`config.mk`:
```
export PLATFORM = sky130hd
export DESIGN_NAME = phase_seq_flat
export DESIGN_NICKNAME = d
export VERILOG_FILES = /design/src/rtl/phase_seq_pkg.sv /design/src/rtl/phase_seq_if.sv /design/src/rtl/phase_seq_wait_timer.sv /design/src/rtl/phase_seq.sv /design/src/flat_wrapper.sv
export SDC_FILE = /design/constraint.sdc
export NUM_CORES = 1
export LEC_CHECK = 0
export ABC_AREA = 1
export CAP_MARGIN = 20
export CORE_AREA = 4 4 125 127
export DETAILED_ROUTE_END_ITERATION = 8
export DIE_AREA = 0 0 129 131
export PLACE_DENSITY_LB_ADDON = 0.05
export SYNTH_ARGS = -nofsm -noshare
export SYNTH_HDL_FRONTEND = slang
export SYNTH_SLANG_ARGS = --single-unit
```
`constraint.sdc`:
```
create_clock -name clk -period 2 [get_ports clk]
set_input_delay 0.2 -clock clk [delete_from_list [all_inputs] [get_ports clk]]
set_output_delay 0.2 -clock clk [all_outputs]
set_load 0.05 [all_outputs]
```
`src/rtl/phase_seq_pkg.sv`:
```
// Shared definitions for the phase sequencer: phase bit positions,
// FSM state codes and the state-to-phase mapping.
package phase_seq_pkg;

    // Bit positions inside the one-hot phase vector {w,m,x,r,f}
    localparam int PH_F = 0;
    localparam int PH_R = 1;
    localparam int PH_X = 2;
    localparam int PH_M = 3;
    localparam int PH_W = 4;
    localparam int PH_N = 5;

    typedef logic [2:0] state_t;

    // FSM state codes. F..W are contiguous so "running" is a range check.
    localparam logic [2:0] ST_IDLE  = 3'd0;
    localparam logic [2:0] ST_F     = 3'd1;
    localparam logic [2:0] ST_R     = 3'd2;
    localparam logic [2:0] ST_X     = 3'd3;
    localparam logic [2:0] ST_M     = 3'd4;
    localparam logic [2:0] ST_W     = 3'd5;
    localparam logic [2:0] ST_HALT  = 3'd6;
    localparam logic [2:0] ST_FAULT = 3'd7;

    // The state that lights a given phase bit.
    function automatic state_t phase_state(input int idx);
        state_t st;
        st = ST_IDLE;
        case (idx)
            PH_F:    st = ST_F;
            PH_R:    st = ST_R;
            PH_X:    st = ST_X;
            PH_M:    st = ST_M;
            PH_W:    st = ST_W;
            default: st = ST_IDLE;
        endcase
        return st;
    endfunction

endpackage

```
`src/rtl/phase_seq_if.sv`:
```
// Control/status bundle between the phase sequencer and the rest of the core.
interface phase_seq_if #(
    parameter int CNT_W = 32
);
    // Core -> sequencer
    logic             start;
    logic             stop_req;
    logic             imem_ack;
    logic             dmem_ack;
    logic             is_mem;
    logic             is_halt;

    // Sequencer -> core
    logic [4:0]       phase;
    logic             ir_load;
    logic             dmem_req;
    logic             running;
    logic             halted;
    logic             fault;
    logic [CNT_W-1:0] inst_count;
    logic [CNT_W-1:0] cycle_count;

    // Driver side (core / bench)
    modport master (
        output start, stop_req, imem_ack, dmem_ack, is_mem, is_halt,
        input  phase, ir_load, dmem_req, running, halted, fault,
        input  inst_count, cycle_count
    );

    // Sequencer side
    modport slave (
        input  start, stop_req, imem_ack, dmem_ack, is_mem, is_halt,
        output phase, ir_load, dmem_req, running, halted, fault,
        output inst_count, cycle_count
    );

endinterface

```
`src/rtl/phase_seq_wait_timer.sv`:
```
// Ack watchdog shared by the R and M wait states. Counts consecutive
// non-ack cycles; o_expired flags the cycle that would be the TMO-th
// such cycle, so the FSM can let a same-cycle ack win over the fault.
module phase_seq_wait_timer #(
    parameter int TMO   = 16,
    parameter int TMO_W = 5
) (
    input  logic clk,
    input  logic rst_n,
    input  logic i_clear,
    input  logic i_en,
    output logic o_expired
);

    logic [TMO_W-1:0] r_count;

    // Clear has priority: a fresh wait state always starts from zero.
    always_ff @(posedge clk or negedge rst_n) begin
        if (!rst_n) begin
            r_count <= '0;
        end else if (i_clear) begin
            r_count <= '0;
        end else if (i_en && !o_expired) begin
            r_count <= r_count + TMO_W'(1);
        end
    end

    // Count value k means k non-ack cycles already elapsed in this state.
    assign o_expired = (r_count == TMO_W'(TMO - 1));

endmodule

```
`src/rtl/phase_seq.sv`:
```
// One-hot phase sequencer for the multi-cycle core. Walks F,R,X,(M),W,
// inserts imem/dmem wait states, handles halt/stop/start and the ack
// watchdog, and keeps retired-instruction and active-cycle counters.
module phase_seq
    import phase_seq_pkg::*;
#(
    parameter int CNT_W = 32,
    parameter int TMO   = 16,
    parameter int TMO_W = 5
) (
    input  logic       clk,
    input  logic       rst_n,
    phase_seq_if.slave bus
);

    state_t           r_state;
    state_t           w_next;
    logic             r_is_mem_q;
    logic             r_halt_q;
    logic [CNT_W-1:0] r_inst_count;
    logic [CNT_W-1:0] r_cycle_count;

    logic [PH_N-1:0]  w_phase;
    logic             w_running;
    logic             w_expired;
    logic             w_clear;
    logic             w_en;

    // Next-state logic; HALT and FAULT hold until reset.
    always_comb begin
        w_next = r_state;
        case (r_state)
            ST_IDLE: begin
                if (bus.start) w_next = ST_F;
            end
            ST_F: begin
                // pc advances on every f cycle, so F never repeats
                w_next = ST_R;
            end
            ST_R: begin
                if (bus.imem_ack)  w_next = ST_X;
                else if (w_expired) w_next = ST_FAULT;
            end
            ST_X: begin
                w_next = bus.is_mem ? ST_M : ST_W;
            end
            ST_M: begin
                if (bus.dmem_ack)  w_next = ST_W;
                else if (w_expired) w_next = ST_FAULT;
            end
            ST_W: begin
                // halt outranks stop; stop_req is only looked at here
                if (r_halt_q)          w_next = ST_HALT;
                else if (bus.stop_req) w_next = ST_IDLE;
                else                   w_next = ST_F;
            end
            default: begin
                w_next = r_state;
            end
        endcase
    end

    // State register.
    always_ff @(posedge clk or negedge rst_n) begin
        if (!rst_n) begin
            r_state <= ST_IDLE;
        end else begin
            r_state <= w_next;
        end
    end

    // Capture the decoded op attributes while they are valid in x.
    always_ff @(posedge clk or negedge rst_n) begin
        if (!rst_n) begin
            r_is_mem_q <= 1'b0;
            r_halt_q   <= 1'b0;
        end else if (r_state == ST_X) begin
            r_is_mem_q <= bus.is_mem;
            r_halt_q   <= bus.is_halt;
        end
    end

    // Retired-instruction and active-cycle counters, both wrap freely.
    always_ff @(posedge clk or negedge rst_n) begin
        if (!rst_n) begin
            r_inst_count  <= '0;
            r_cycle_count <= '0;
        end else begin
            if (r_state == ST_W) r_inst_count  <= r_inst_count + CNT_W'(1);
            if (w_running)       r_cycle_count <= r_cycle_count + CNT_W'(1);
        end
    end

    // Watchdog restarts on every entry into a wait state and counts
    // only the cycles where the awaited ack is missing.
    assign w_clear = ((w_next == ST_R) && (r_state != ST_R)) ||
                     ((w_next == ST_M) && (r_state != ST_M));
    assign w_en    = ((r_state == ST_R) && !bus.imem_ack) ||
                     ((r_state == ST_M) && !bus.dmem_ack);

    phase_seq_wait_timer #(
        .TMO   (TMO),
        .TMO_W (TMO_W)
    ) u_wait_timer (
        .clk       (clk),
        .rst_n     (rst_n),
        .i_clear   (w_clear),
        .i_en      (w_en),
        .o_expired (w_expired)
    );

    // One-hot phase is a straight decode of the registered state.
    for (genvar gi = 0; gi < PH_N; gi++) begin : g_phase
        assign w_phase[gi] = (r_state == phase_state(gi));
    end

    assign w_running       = |w_phase;

    assign bus.phase       = w_phase;
    assign bus.running     = w_running;
    assign bus.halted      = (r_state == ST_HALT);
    assign bus.fault       = (r_state == ST_FAULT);
    assign bus.ir_load     = w_phase[PH_R] & bus.imem_ack;
    // M is only ever entered for a memory op, so the qualifier never
    // trims a real request; it keeps the request tied to the captured op.
    assign bus.dmem_req    = w_phase[PH_M] & r_is_mem_q;
    assign bus.inst_count  = r_inst_count;
    assign bus.cycle_count = r_cycle_count;

endmodule

```
`src/flat_wrapper.sv`:
```
// flat-port wrapper written by rule: the top's interface ports become plain ports
module phase_seq_flat import phase_seq_pkg::*;
#(
    parameter int CNT_W = 32,
    parameter int TMO   = 16,
    parameter int TMO_W = 5
)
  (clk, rst_n, bus_start, bus_stop_req, bus_imem_ack, bus_dmem_ack, bus_is_mem, bus_is_halt, bus_phase, bus_ir_load, bus_dmem_req, bus_running, bus_halted, bus_fault, bus_inst_count, bus_cycle_count);
  phase_seq_if #(.CNT_W(CNT_W)) bus_i ();
  input  logic clk;
  input  logic rst_n;
  input wire logic [$bits(bus_i.start)-1:0] bus_start;
  input wire logic [$bits(bus_i.stop_req)-1:0] bus_stop_req;
  input wire logic [$bits(bus_i.imem_ack)-1:0] bus_imem_ack;
  input wire logic [$bits(bus_i.dmem_ack)-1:0] bus_dmem_ack;
  input wire logic [$bits(bus_i.is_mem)-1:0] bus_is_mem;
  input wire logic [$bits(bus_i.is_halt)-1:0] bus_is_halt;
  output wire logic [$bits(bus_i.phase)-1:0] bus_phase;
  output wire logic [$bits(bus_i.ir_load)-1:0] bus_ir_load;
  output wire logic [$bits(bus_i.dmem_req)-1:0] bus_dmem_req;
  output wire logic [$bits(bus_i.running)-1:0] bus_running;
  output wire logic [$bits(bus_i.halted)-1:0] bus_halted;
  output wire logic [$bits(bus_i.fault)-1:0] bus_fault;
  output wire logic [$bits(bus_i.inst_count)-1:0] bus_inst_count;
  output wire logic [$bits(bus_i.cycle_count)-1:0] bus_cycle_count;
  assign bus_i.start = bus_start;
  assign bus_i.stop_req = bus_stop_req;
  assign bus_i.imem_ack = bus_imem_ack;
  assign bus_i.dmem_ack = bus_dmem_ack;
  assign bus_i.is_mem = bus_is_mem;
  assign bus_i.is_halt = bus_is_halt;
  assign bus_phase = bus_i.phase;
  assign bus_ir_load = bus_i.ir_load;
  assign bus_dmem_req = bus_i.dmem_req;
  assign bus_running = bus_i.running;
  assign bus_halted = bus_i.halted;
  assign bus_fault = bus_i.fault;
  assign bus_inst_count = bus_i.inst_count;
  assign bus_cycle_count = bus_i.cycle_count;
  phase_seq #(.CNT_W(CNT_W), .TMO(TMO), .TMO_W(TMO_W)) u_core (.clk(clk), .rst_n(rst_n), .bus(bus_i));
endmodule
```
After elaboration in Yosys (flattened, before gate mapping):

Index checks and enable logic that the tools add are counted.

* output and inout port bits: 74
* logic and storage cells: 46
* register bits after elaboration: 74
* input port bits: 8

* muxes and demuxes: 10
* bitwise logic cells: 2
* add/subtract/negate cells: 3
* reduce and logical (&&, ||, !) cells: 13
* equality and inequality tests: 12

Operator list (count)
* adder 32 x 1 -> 32 bit, second input constant: 2
* case mux 3 bit (6 select lines): 1
* == test 3 bit, second input constant: 5
* two-way mux 3 bit: 5
* two-way mux 5 bit: 2
* == test 3 x 2 -> 1 bit, second input constant: 3
* adder 5 x 1 -> 5 bit, second input constant: 1
* == test 5 x 4 -> 1 bit, second input constant: 1
* logical AND 1 bit: 5
* OR reduction 5 bit: 1
* == test 3 x 1 -> 1 bit, second input constant: 1
* logical NOT 1 bit: 3
* logical NOT 3 bit: 1
* != test 3 x 2 -> 1 bit, second input constant: 1
* != test 3 bit, second input constant: 1
* AND 1 bit: 2
* logical OR 1 bit: 2
* two-way mux 1 bit: 2
* nonzero test 2 bit: 1

Longest topological paths before layout:

* depth in word-level cells: 8
* mapped depth: 10
* mapped depth without buffers: 10

By module:

A second synthesis with hierarchy kept.

* cell total of the unflattened synthesis: 612
* area total of the unflattened synthesis: 4309.1 sq um

Modules (own cells, without submodules)
* phase_seq: cells each 576, instances 1, seq. area each 1726.7 sq um, area each 4041.4 sq um
* phase_seq_wait_timer: cells each 36, instances 1, seq. area each 125.1 sq um, area each 267.8 sq um

Worst setup path after synthesis:

Ideal clock, no wire load.

* kind: register -> register
* from: register u_core.r_inst_count[0] (netlist: u_core.bus.inst_count[0])
* to: register u_core.r_inst_count[28] (netlist: u_core.bus.inst_count[28])
* period minus slack after synthesis: 1.867 ns
* required time: 1.882 ns
* path slack: 0.133 ns
* library setup time: 0.118 ns
* stages on the path, launching flop included: 11
* data arrival time: 1.749 ns
* buffers on the path: 0
* cell sequence: dfrtp_1 > ha_1 > inv_1 > nor2_1 > inv_1 > nor2_1 > nand2_1 > nand2_1 > nand2_1 > nand2_1 > nand2_1

* longest elaborated chain between the ends: 1

Ends and longest elaborated chain
* start, declared: line phase_seq.sv:20 `logic [CNT_W-1:0] r_inst_count;`
* start signal, assigned: line phase_seq.sv:89 `if (r_state == ST_W) r_inst_count <= r_inst_count + CNT_W'(1);`
* adder 32 x 1 -> 32 bit: line phase_seq.sv:89

Every way passes these cells.
A chain may end at the register's enable or synchronous reset.

Worst setup path after layout:

* from: register u_core.r_cycle_count[18] (netlist: u_core.bus.cycle_count[18])
* to: output port bus_cycle_count[18]

RTL lines
* start, declared: line phase_seq.sv:21 `logic [CNT_W-1:0] r_cycle_count;`
* start signal, assigned: line phase_seq.sv:90 `if (w_running) r_cycle_count <= r_cycle_count + CNT_W'(1);`
* end, declared: line flat_wrapper.sv:25 `output wire logic [$bits(bus_i.cycle_count)-1:0] bus_cycle_count;`

No word-level cell between the ends.

==> results.ini <==
[clock_tree]
postCtsSetupRepairBufs=0
cts_buffers=9
cts_tree=built
clock_latency_ns=0.35
root_buffer=clkbuf_16
cts_sinks=74
cts.reportedPaths.clkPinSlew_ns=0.06
htree_num_levels=3
cts_buffer_depth=2

[worst_setup_path]
cp.depth=1
cp_top_family=buffers and inverters
slowest_stage=clkdlybuf4s50_1
cp-end-kind=output pin
required_ns=1.80
crit_fanout=8
reg2reg_depth=6
arrival_ns=1.75
path_cells=clkdlybuf4s50_1
start_kind=flip-flop
critPathKind=reg2out
crit_buf_inv=1
cpPeakStageDelay_ns=0.87

[logic_synthesis]
synth-warning-count=0
synth_ff_type=dfrtp_1
ys_seq_area_share_pct=39.0
syn_nets=734
synth.avg_cell_area_um2=6.58
yosysTopAreaCell=dfrtp_1
syn-cell-area_um2=4750
synth_seq_cells=74
async_flop_share_pct=100
synthDominantCellAreaShare_pct=39.0
synth_edf_count=0
synthCells=722
ys_types=36
synth.area.top_cells=dfrtp_1 (39%), nand2_1 (25%), nor2_1 (8.8%)

[power_and_ir_drop]
leakagePower_nw=2.81
max-vdd-ir-drop_uv=383
power_density_nw_per_um2=540

[floorplan]
ios=82
initial_utilization_pct=32.9
rows=44
die_h_um=131
die_area_um2=16900
core_um2=14400
dieWidth_um=129

[routing]
wl_per_cell_um=13.8
vias=4764
drtIter0Drc=219
dr_wl_met2_um=6910
drt-met1-wl_um=6190
drcViolationCount=0
ant_nets=0
routed.top_layer=met4
drt_pass1_iterations=4
wl_met3_um=532
vias_per_cell=4.74
wl_um=13900

[timing]
tns_ns=0
rsz0062_at_grt=no
fin_crit_ns=1.95
post-route-period-util_pct=97.7
finalSetupViolCount=0
finalHoldViolCount=0
tightest_slew_ns=0.504
finClkSkew_ns=0.00686
setup_slack_ns=0.0453
maxSlewHeadroom_pct=66.3
max_freq_ghz=0.512
slew_viol_final=0

[layout]
n_antenna_cell=0
seqCellArea_um2=1850
drive_gt1_share_pct=8.04
stdcell_area_um2=6160
multi_input_area_um2=2570
nets=828
stdcell_count=1005
fill_cells=1512
area_delta_synth_final_pct=29.8

[placement]
io_buffers=81
gp_congestion=0.912
hpwl_um=10800
place_inst=988
placed_area_um2=5830
dp_slack_ns=0.220

[run]
drv_cap=0

[global_routing]
grt_first_pass_wirelength_um=23500
grt_pass1_vias=4793
antenna_found_initial=0
grt_max_degree=30
grt_use_total_pct=17.5
grt-ovfl-total=0

[status]
status=finished, final reports clean

[hold_path]
hp-class=in2async

==> cells in the mapped netlist (all sizes together) (4+ instances only) <==
cell type and number:
inv 72, ha 4, xnor2 11, nand3 42, a21oi 4, xor2 21
nand4 12, nor2 125, nand2 329, o21ai 6, dfrtp 74, buf 8
==> cell families (layout without fill, tap and decap cells) <==
logic type,Yosys count,in the layout,synth area share (%)
adders and majority gates,4,4,1.05
AOI/OAI and AO/OA,17,17,2.35
muxes,1,1,0.237
xor gates and xnor gates,32,32,5.90
DFF,74,74,39.0
and+or+nand+nor,512,512,44.6
buffers and inverters,82,181,6.90
==> stage by stage <==
step                      util (%)  power [W]  hold WS, ns
final                         42.7    0.00333        0.326
after global routing          42.7    0.00345        0.365
after CTS                     42.7    0.00339        0.340
after detailed placement      40.4    0.00158        0.157
after global placement        40.4    0.00158        0.149
after floorplan                  -    0.00153      -0.0956
==> cell type report <==
type                            instances  area share (%)
Multi-Input combinational cell        566            41.7
Inverter                               74            4.53
Tap cell                              184            3.73
Clock buffer                           11            3.94
Sequential cell                        74            30.0
Clock inverter                          5            1.26
Timing Repair Buffer                   91            14.8
==> what timing repair did <==
item | in CTS | in global routing
endpoints found under the setup margin | 0 | 1
hold buffers | 1 | 0
hold endpoints to repair | 25 | 0
resized for setup | 0 | 1
==> sequential cells by signal (all words and copies together), names as in the netlist <==
signal,flops
u_core.r_halt_q,1
u_core.u_wait_timer.r_count,5
u_core.bus.inst_count,32
u_core.bus.cycle_count,32
u_core.r_is_mem_q,1
u_core.r_state,3
==> layout by cell type, fill, tap and decap left out, types with 2 or more instances in the layout <==
cell type,instances
a31oi_1,2
nand2_2,6
clkdlybuf4s50_1,70
bufinv_16,2
xnor2_1,11
nand3_1,41
clkbuf_16,9
a21oi_1,3
nand4_1,10
buf_4,15
ha_1,4
xor2_1,21
buf_12,4
nor2_1,111
o21ai_0,4
nand4_2,2
clkinv_2,3
nor2_2,11
dfrtp_1,74
nor2_4,2
inv_1,69
nand2_1,322
nand3b_1,2
o21ai_1,2
inv_2,3
==> routing by layer <==
metal | global-route usage (%) | vias up
met5 | 0 | -
met4 | 6.30 | 0
met3 | 2.80 | 17
met2 | 31.1 | 90
met1 | 21.4 | 2256
li1 | - | 2401
==> power breakdown <==
| part | switching (W) | total [W] | internal, W | leakage, nW |
|---|---|---|---|---|
| combinational | 0.0000372 | 0.0000566 | 0.0000194 | 1.64 |
| clock | 0.000654 | 0.00178 | 0.00112 | 0.156 |
| sequential | 0 | 0.00150 | 0.00150 | 1.01 |
| total | 0.000691 | 0.00333 | 0.00264 | 2.81 |
==> final timing paths <==
kind,from,endpoint,slack (ns)
max in group asynchronous,rst_n,u_core.bus.cycle_count[27],1.06
min reg2reg,u_core.u_wait_timer.r_count[3],u_core.u_wait_timer.r_count[3],0.50
max reg2reg,u_core.bus.cycle_count[0],u_core.bus.cycle_count[12],0.20
min in group clk,bus_is_halt,u_core.r_halt_q,0.49
max,u_core.bus.cycle_count[18],bus_cycle_count[18],0.05
min,rst_n,u_core.bus.cycle_count[8],0.33
No activity file was read; power rests on OpenSTA's default activity.
